<file path="src/rtl/stdout_uart_tx.sv">
// ---------------------------------------------------------------------------
// stdout_uart_tx
//
// Takes the processor's stdout byte stream and sends it out on a UART line.
// Bytes are buffered in a small FIFO and transmitted 8N1, LSB first. The
// buffered bytes are serialised back to back, with no idle gap between frames.
//
// Ports:
//   clk        - clock, all logic on posedge
//   reset      - asynchronous, active-high reset
//   stdout     - byte from the processor, valid while stdout_en is high
//   stdout_en  - byte strobe; only its rising edge pushes a byte
//   tx         - UART serial output, idles high, driven from a flop
//   full       - FIFO holds 2**FIFO_ADDR_WIDTH bytes; top level gates the
//                processor enable with this to apply back-pressure
//   busy       - FIFO non-empty or a frame in progress
//   overflow   - sticky: a byte was dropped because the FIFO was full
//   fifo_count - current FIFO occupancy
//   state_dbg  - current transmit FSM state (IDLE=0, START=1, DATA=2, STOP=3)
//
// Handshake: there is no ready signal. The producer presents a byte with a
// rising edge on stdout_en and must watch 'full'. A rising edge that arrives
// while the FIFO is full, with no pop in the same cycle, loses its byte and
// sets 'overflow'.
// ---------------------------------------------------------------------------
module stdout_uart_tx #(
  parameter int CLK_DIV         = 104,
  parameter int FIFO_ADDR_WIDTH = 4
) (
  input  logic                     clk,
  input  logic                     reset,
  input  logic [7:0]               stdout,
  input  logic                     stdout_en,
  output logic                     tx,
  output logic                     full,
  output logic                     busy,
  output logic                     overflow,
  output logic [FIFO_ADDR_WIDTH:0] fifo_count,
  output logic [1:0]               state_dbg
);

  localparam int DEPTH = 1 << FIFO_ADDR_WIDTH;
  localparam int CNT_W = (CLK_DIV > 1) ? $clog2(CLK_DIV) : 1;

  localparam logic [CNT_W-1:0]           BIT_LAST = CNT_W'(CLK_DIV - 1);
  localparam logic [CNT_W-1:0]           BIT_ONE  = CNT_W'(1);
  localparam logic [FIFO_ADDR_WIDTH:0]   CNT_FULL = (FIFO_ADDR_WIDTH + 1)'(DEPTH);
  localparam logic [FIFO_ADDR_WIDTH:0]   CNT_ONE  = (FIFO_ADDR_WIDTH + 1)'(1);
  localparam logic [FIFO_ADDR_WIDTH-1:0] PTR_ONE  = FIFO_ADDR_WIDTH'(1);

  localparam logic [1:0] S_IDLE  = 2'd0;
  localparam logic [1:0] S_START = 2'd1;
  localparam logic [1:0] S_DATA  = 2'd2;
  localparam logic [1:0] S_STOP  = 2'd3;

  // Storage
  logic [7:0]                 mem_q [DEPTH];

  // Flops
  logic                       en_q;
  logic [FIFO_ADDR_WIDTH-1:0] wr_ptr_q,   wr_ptr_d;
  logic [FIFO_ADDR_WIDTH-1:0] rd_ptr_q,   rd_ptr_d;
  logic [FIFO_ADDR_WIDTH:0]   count_q,    count_d;
  logic                       overflow_q, overflow_d;
  logic [1:0]                 state_q,    state_d;
  logic [CNT_W-1:0]           bit_cnt_q,  bit_cnt_d;
  logic [2:0]                 bit_idx_q,  bit_idx_d;
  logic [7:0]                 shift_q,    shift_d;
  logic                       tx_q,       tx_d;

  // Combinational helpers
  logic       push;
  logic       push_ok;
  logic       pop;
  logic       fifo_empty;
  logic       fifo_full;
  logic       bit_last;
  logic [7:0] head;

  // ---------------------------------------------------------------------------
  // Transmit FSM. tx_d is the line level for the *next* cycle, so tx_q changes
  // on the same edge as the state does and the line never glitches.
  // ---------------------------------------------------------------------------
  always_comb begin
    fifo_empty = (count_q == '0);
    fifo_full  = (count_q == CNT_FULL);
    bit_last   = (bit_cnt_q == BIT_LAST);
    head       = mem_q[rd_ptr_q];

    state_d   = state_q;
    bit_cnt_d = bit_cnt_q;
    bit_idx_d = bit_idx_q;
    shift_d   = shift_q;
    tx_d      = tx_q;
    pop       = 1'b0;

    case (state_q)
      S_IDLE: begin
        tx_d = 1'b1;
        if (!fifo_empty) begin
          pop       = 1'b1;
          shift_d   = head;
          bit_cnt_d = '0;
          tx_d      = 1'b0;
          state_d   = S_START;
        end
      end
      S_START: begin
        if (bit_last) begin
          bit_cnt_d = '0;
          bit_idx_d = '0;
          tx_d      = shift_q[0];
          state_d   = S_DATA;
        end else begin
          bit_cnt_d = bit_cnt_q + BIT_ONE;
        end
      end
      S_DATA: begin
        if (bit_last) begin
          bit_cnt_d = '0;
          if (bit_idx_q == 3'd7) begin
            tx_d    = 1'b1;
            state_d = S_STOP;
          end else begin
            // Bit 1 of the current shift value is the next bit to go out.
            shift_d   = {1'b0, shift_q[7:1]};
            bit_idx_d = bit_idx_q + 3'd1;
            tx_d      = shift_q[1];
          end
        end else begin
          bit_cnt_d = bit_cnt_q + BIT_ONE;
        end
      end
      S_STOP: begin
        if (bit_last) begin
          bit_cnt_d = '0;
          if (!fifo_empty) begin
            // Back-to-back: the next start bit follows the stop bit directly.
            pop     = 1'b1;
            shift_d = head;
            tx_d    = 1'b0;
            state_d = S_START;
          end else begin
            tx_d    = 1'b1;
            state_d = S_IDLE;
          end
        end else begin
          bit_cnt_d = bit_cnt_q + BIT_ONE;
        end
      end
      default: begin
        tx_d    = 1'b1;
        state_d = S_IDLE;
      end
    endcase
  end

  // ---------------------------------------------------------------------------
  // FIFO bookkeeping. A pop reads the head combinationally before the edge, so
  // a push into the same slot on a full FIFO (wr_ptr == rd_ptr) is safe.
  // ---------------------------------------------------------------------------
  always_comb begin
    push       = stdout_en & ~en_q;
    push_ok    = push & (~fifo_full | pop);
    overflow_d = overflow_q | (push & fifo_full & ~pop);

    wr_ptr_d = push_ok ? (wr_ptr_q + PTR_ONE) : wr_ptr_q;
    rd_ptr_d = pop     ? (rd_ptr_q + PTR_ONE) : rd_ptr_q;

    case ({push_ok, pop})
      2'b10:   count_d = count_q + CNT_ONE;
      2'b01:   count_d = count_q - CNT_ONE;
      default: count_d = count_q;
    endcase
  end

  always_ff @(posedge clk) begin
    if (push_ok) begin
      mem_q[wr_ptr_q] <= stdout;
    end
  end

  always_ff @(posedge clk or posedge reset) begin
    if (reset) begin
      en_q       <= 1'b0;
      wr_ptr_q   <= '0;
      rd_ptr_q   <= '0;
      count_q    <= '0;
      overflow_q <= 1'b0;
      state_q    <= S_IDLE;
      bit_cnt_q  <= '0;
      bit_idx_q  <= '0;
      shift_q    <= '0;
      tx_q       <= 1'b1;
    end else begin
      en_q       <= stdout_en;
      wr_ptr_q   <= wr_ptr_d;
      rd_ptr_q   <= rd_ptr_d;
      count_q    <= count_d;
      overflow_q <= overflow_d;
      state_q    <= state_d;
      bit_cnt_q  <= bit_cnt_d;
      bit_idx_q  <= bit_idx_d;
      shift_q    <= shift_d;
      tx_q       <= tx_d;
    end
  end

  assign tx         = tx_q;
  assign full       = (count_q == CNT_FULL);
  assign busy       = (state_q != S_IDLE) | (count_q != '0);
  assign overflow   = overflow_q;
  assign fifo_count = count_q;
  assign state_dbg  = state_q;

endmodule

</file>
<file path="config.mk">
export PLATFORM = sky130hd
export DESIGN_NAME = stdout_uart_tx
export DESIGN_NICKNAME = d
export VERILOG_FILES = /design/src/rtl/stdout_uart_tx.sv
export SDC_FILE = /design/constraint.sdc
export NUM_CORES = 1
export LEC_CHECK = 0
export BUFFER_PORTS_ARGS = -buffer_cell sky130_fd_sc_hd__buf_4
export CORE_AREA = 3 3 114 116
export CTS_CLUSTER_DIAMETER = 40
export CTS_CLUSTER_SIZE = 12
export DETAILED_ROUTE_END_ITERATION = 10
export DIE_AREA = 0 0 117 119
export PLACE_DENSITY = 0.76
export SLEW_MARGIN = 20
export SYNTH_ARGS = -nofsm -noshare
export SYNTH_HDL_FRONTEND = slang
export SYNTH_SLANG_ARGS = --single-unit
</file>
<file path="constraint.sdc">
create_clock -name clk -period 6.7 [get_ports clk]
set_input_delay 2.01 -clock clk [delete_from_list [all_inputs] [get_ports clk]]
set_output_delay 2.01 -clock clk [all_outputs]
set_load 0.1 [all_outputs]
</file>
==> results.py <==
metrics = {
    "run_status": {
        "outcome": "completed",
    },
    "clocking": {
        "clockRootBuffer": "clkbuf_16",
        "clock-sinks": 164,
        "post-cts-setup-buffers": 0,
        "cts_resized": 0,
        "clk_latency_ps": 420,
        "ctsHoldBuffers": 0,
        "h-tree-depth": 4,
        "cts_tree": "yes",
        "cts.clk_slew.worst_paths_ps": 60,
        "numCtsBuffers": 17,
        "cts_buffer_depth": 2,
    },
    "finish": {
        "multi_input_area_um2": 2240,
        "final_cell_mix": "edfxtp_1 (128), dfrtp_1 (34), mux4_2 (32), buf_4 (24), and3_1 (19)",
        "drive_above_1_share_pct": 24.6,
        "final_common_cell": "edfxtp_1",
        "final_nets": 488,
        "seq_area_um2": 4750,
        "fillers": 808,
        "syn_to_final_growth_pct": 11.2,
        "n_antenna_cell": 0,
        "layout.cells.non_filler": 622,
    },
    "sta": {
        "setup_tns_ps": 0,
        "period_needed_ps": 4390,
        "timing.max_slew.rel_slack_pct": 43.2,
        "rsz0062_at_grt": "false",
        "min_period_over_period_pct": 65.5,
        "fmax_mhz": 228,
        "slew_violations": 0,
        "timing_hold_violations_final": 0,
        "skew_ps": 7.24,
        "finalSetupViolCount": 0,
        "tightestPinTransition_ps": 852,
    },
    "route": {
        "drc": 0,
        "antenna_left": 0,
        "wl_um": 13200,
        "post_drt_wl_per_cell_um": 21.2,
        "via_count": 3907,
        "viasPerCell": 6.28,
        "highest_layer": "met4",
        "drt-met1-wl_um": 5620,
        "wl_met2_um": 6720,
        "drtIter0Drc": 253,
        "wl_met3_um": 662,
        "first_pass_iters": 5,
    },
    "synth": {
        "synthFlopType": "edfxtp_1",
        "synth_edf_count": 128,
        "synth_fp_nets": 468,
        "yosysWarnings": 0,
        "async_flop_share_pct": 22.0,
        "syn-instance-count": 442,
        "ys_seq_area_share_pct": 66.4,
        "ys_ff_latch": 164,
        "yosysUniqueCellTypes": 59,
        "syn_avg_cell_area_um2": 16.2,
        "synth_area_um2": 7150,
    },
    "worst_setup_path": {
        "worstPathMaxFanout": 9,
        "worstPathRequired_ps": 4690,
        "critPathKind": "reg2out",
        "start_kind": "flip-flop",
        "crit_start": "fifo_count[1]$_DFFE_PP0P_",
        "cp.arrival_ps": 2380,
        "worstReg2RegStart": "bit_cnt_q[0]$_DFFE_PP0P_",
        "critPathCaptureType": "primary output",
    },
    "power": {
        "clock_power_share_pct": 36.4,
        "power_frac_seq_pct": 49.3,
        "p_leak_nw": 2.83,
        "power_mw": 2.51,
        "switching_power_uw": 725,
        "power.density_nw_per_um2": 316,
        "intPower_mw": 1.79,
        "swShare_pct": 28.8,
        "combinationalPowerShare_pct": 14.4,
        "peakVddDrop_mv": 0.247,
    },
    "floorplan": {
        "start_util_pct": 59.5,
        "die-area_um2": 13900,
        "core-area_um2": 12000,
        "rows": 40,
        "ios": 22,
        "die_y_um": 119,
        "die_w_um": 117,
    },
    "global_routing": {
        "grt_pass1_vias": 3886,
        "antenna_found_initial": 0,
        "grt.total_usage_pct": 20.9,
        "grt_max_degree": 37,
        "grt_pass1_wl_um": 21500,
        "gr-total-overflow": 0,
    },
    "job": {
        "timing.max_cap.violations": 0,
    },
    "place": {
        "place_inst": 590,
        "io_buffers": 21,
        "gp_congestion": 0.843,
        "dp_hpwl_um": 8560,
    },
    "hold_path": {
        "min-delay-path-class": "reg2reg",
        "worstHoldStart": "overflow$_DFF_PP0_",
    },
}
==> kinds of logic after synthesis <==
logic type | count (synthesis) | share of synthesized area (%)
DFF | 164 | 66.4
and+or+nand+nor | 93 | 7.56
AOI/OAI and AO/OA | 84 | 8.35
muxes | 40 | 11.3
buffers and inverters | 35 | 2.40
adders and majority gates | 15 | 2.63
xor gates and xnor gates | 11 | 1.35
==> flip-flops by register name (all words and copies together), names as in the netlist <==
name and cells:
state_dbg 2, en_q 1, overflow 1, bit_idx_q 3, wr_ptr_q 4, mem_q 128
fifo_count 5, shift_q 8, bit_cnt_q 7, rd_ptr_q 4, tx 1
==> power by group through the flow <==
stage          clock (mW)  combinational, mW  sequential (mW)
5_1_grt             0.973              0.384             1.25
3_3_place_gp            0              0.352             1.25
3_5_place_dp            0              0.358             1.26
6_report            0.914              0.361             1.24
2_1_floorplan           0              0.177             1.35
4_1_cts             0.927              0.362             1.24
==> Yosys cell counts, types with 4 or more instances <==
| cell type | number | area (um2) |
|---|---|---|
| a21oi_1 | 18 | 90.1 |
| nand2_1 | 11 | 41.3 |
| o21ai_0 | 13 | 65.1 |
| nor3_1 | 6 | 30.0 |
| clkbuf_1 | 8 | 30.0 |
| dfrtp_1 | 35 | 876 |
| xnor2_1 | 7 | 61.3 |
| a22oi_1 | 13 | 97.6 |
| a21oi_2 | 7 | 61.3 |
| buf_2 | 8 | 40.0 |
| nor2_1 | 14 | 52.6 |
| inv_1 | 11 | 41.3 |
| edfxtp_1 | 128 | 3840 |
| xor2_1 | 4 | 35.0 |
| nor2b_1 | 8 | 50.1 |
| ha_1 | 15 | 188 |
| a31oi_1 | 6 | 37.5 |
| nor2_2 | 4 | 25.0 |
| o21ai_1 | 4 | 20.0 |
| and2_1 | 5 | 31.3 |
| and3_1 | 19 | 119 |
| mux4_2 | 32 | 721 |
| nand3_1 | 9 | 45.0 |
==> cell type report <==
cell class              count  area share [%]
inverters                  12           0.567
flip-flops and latches    164            59.7
clock inverters            14            1.59
repair buffers             24            2.27
multi-input cells         243            28.1
well taps                 147            2.31
clock buffers              18            5.40
==> per-stage QoR <==
step	utilization, %	hold slack [ps]	cell area (um2)	setup WS, ps
after floorplan	-	471	7150	2370
after global placement	61.5	460	7390	2380
after detailed placement	61.5	463	7390	2320
after CTS	66.1	479	7940	2300
after global routing	66.2	507	7950	2220
final	66.2	484	7950	2310
==> routing by layer <==
layer | global-route usage (%) | vias to the layer above
li1 | - | 1786
met1 | 28.6 | 1992
met2 | 32.9 | 110
met3 | 5.28 | 19
met4 | 7.24 | 0
met5 | 0 | -
==> path summary, 6_finish.rpt <==
check | slack (ps) | depth (start not counted) | end
setup reg to reg | 3740 | 12 | fifo_count[4]$_DFFE_PP0P_
hold reg to reg | 480 | 1 | overflow$_DFF_PP0_
min in group asynchronous | 1690 | 3 | shift_q[5]$_DFFE_PP0P_
hold / removal | 480 | 1 | overflow$_DFF_PP0_
setup / recovery | 2310 | 5 | busy
max in group asynchronous | 4630 | 3 | rd_ptr_q[0]$_DFFE_PP0P_
==> worst max-delay path: stages (launching register included) <==
cell	delay [ps]
dfrtp_1	480
or4_4	660
nor2_8	160
and2_1	300
inv_2	100
buf_4	240
Power figures use the tool's default switching activity.
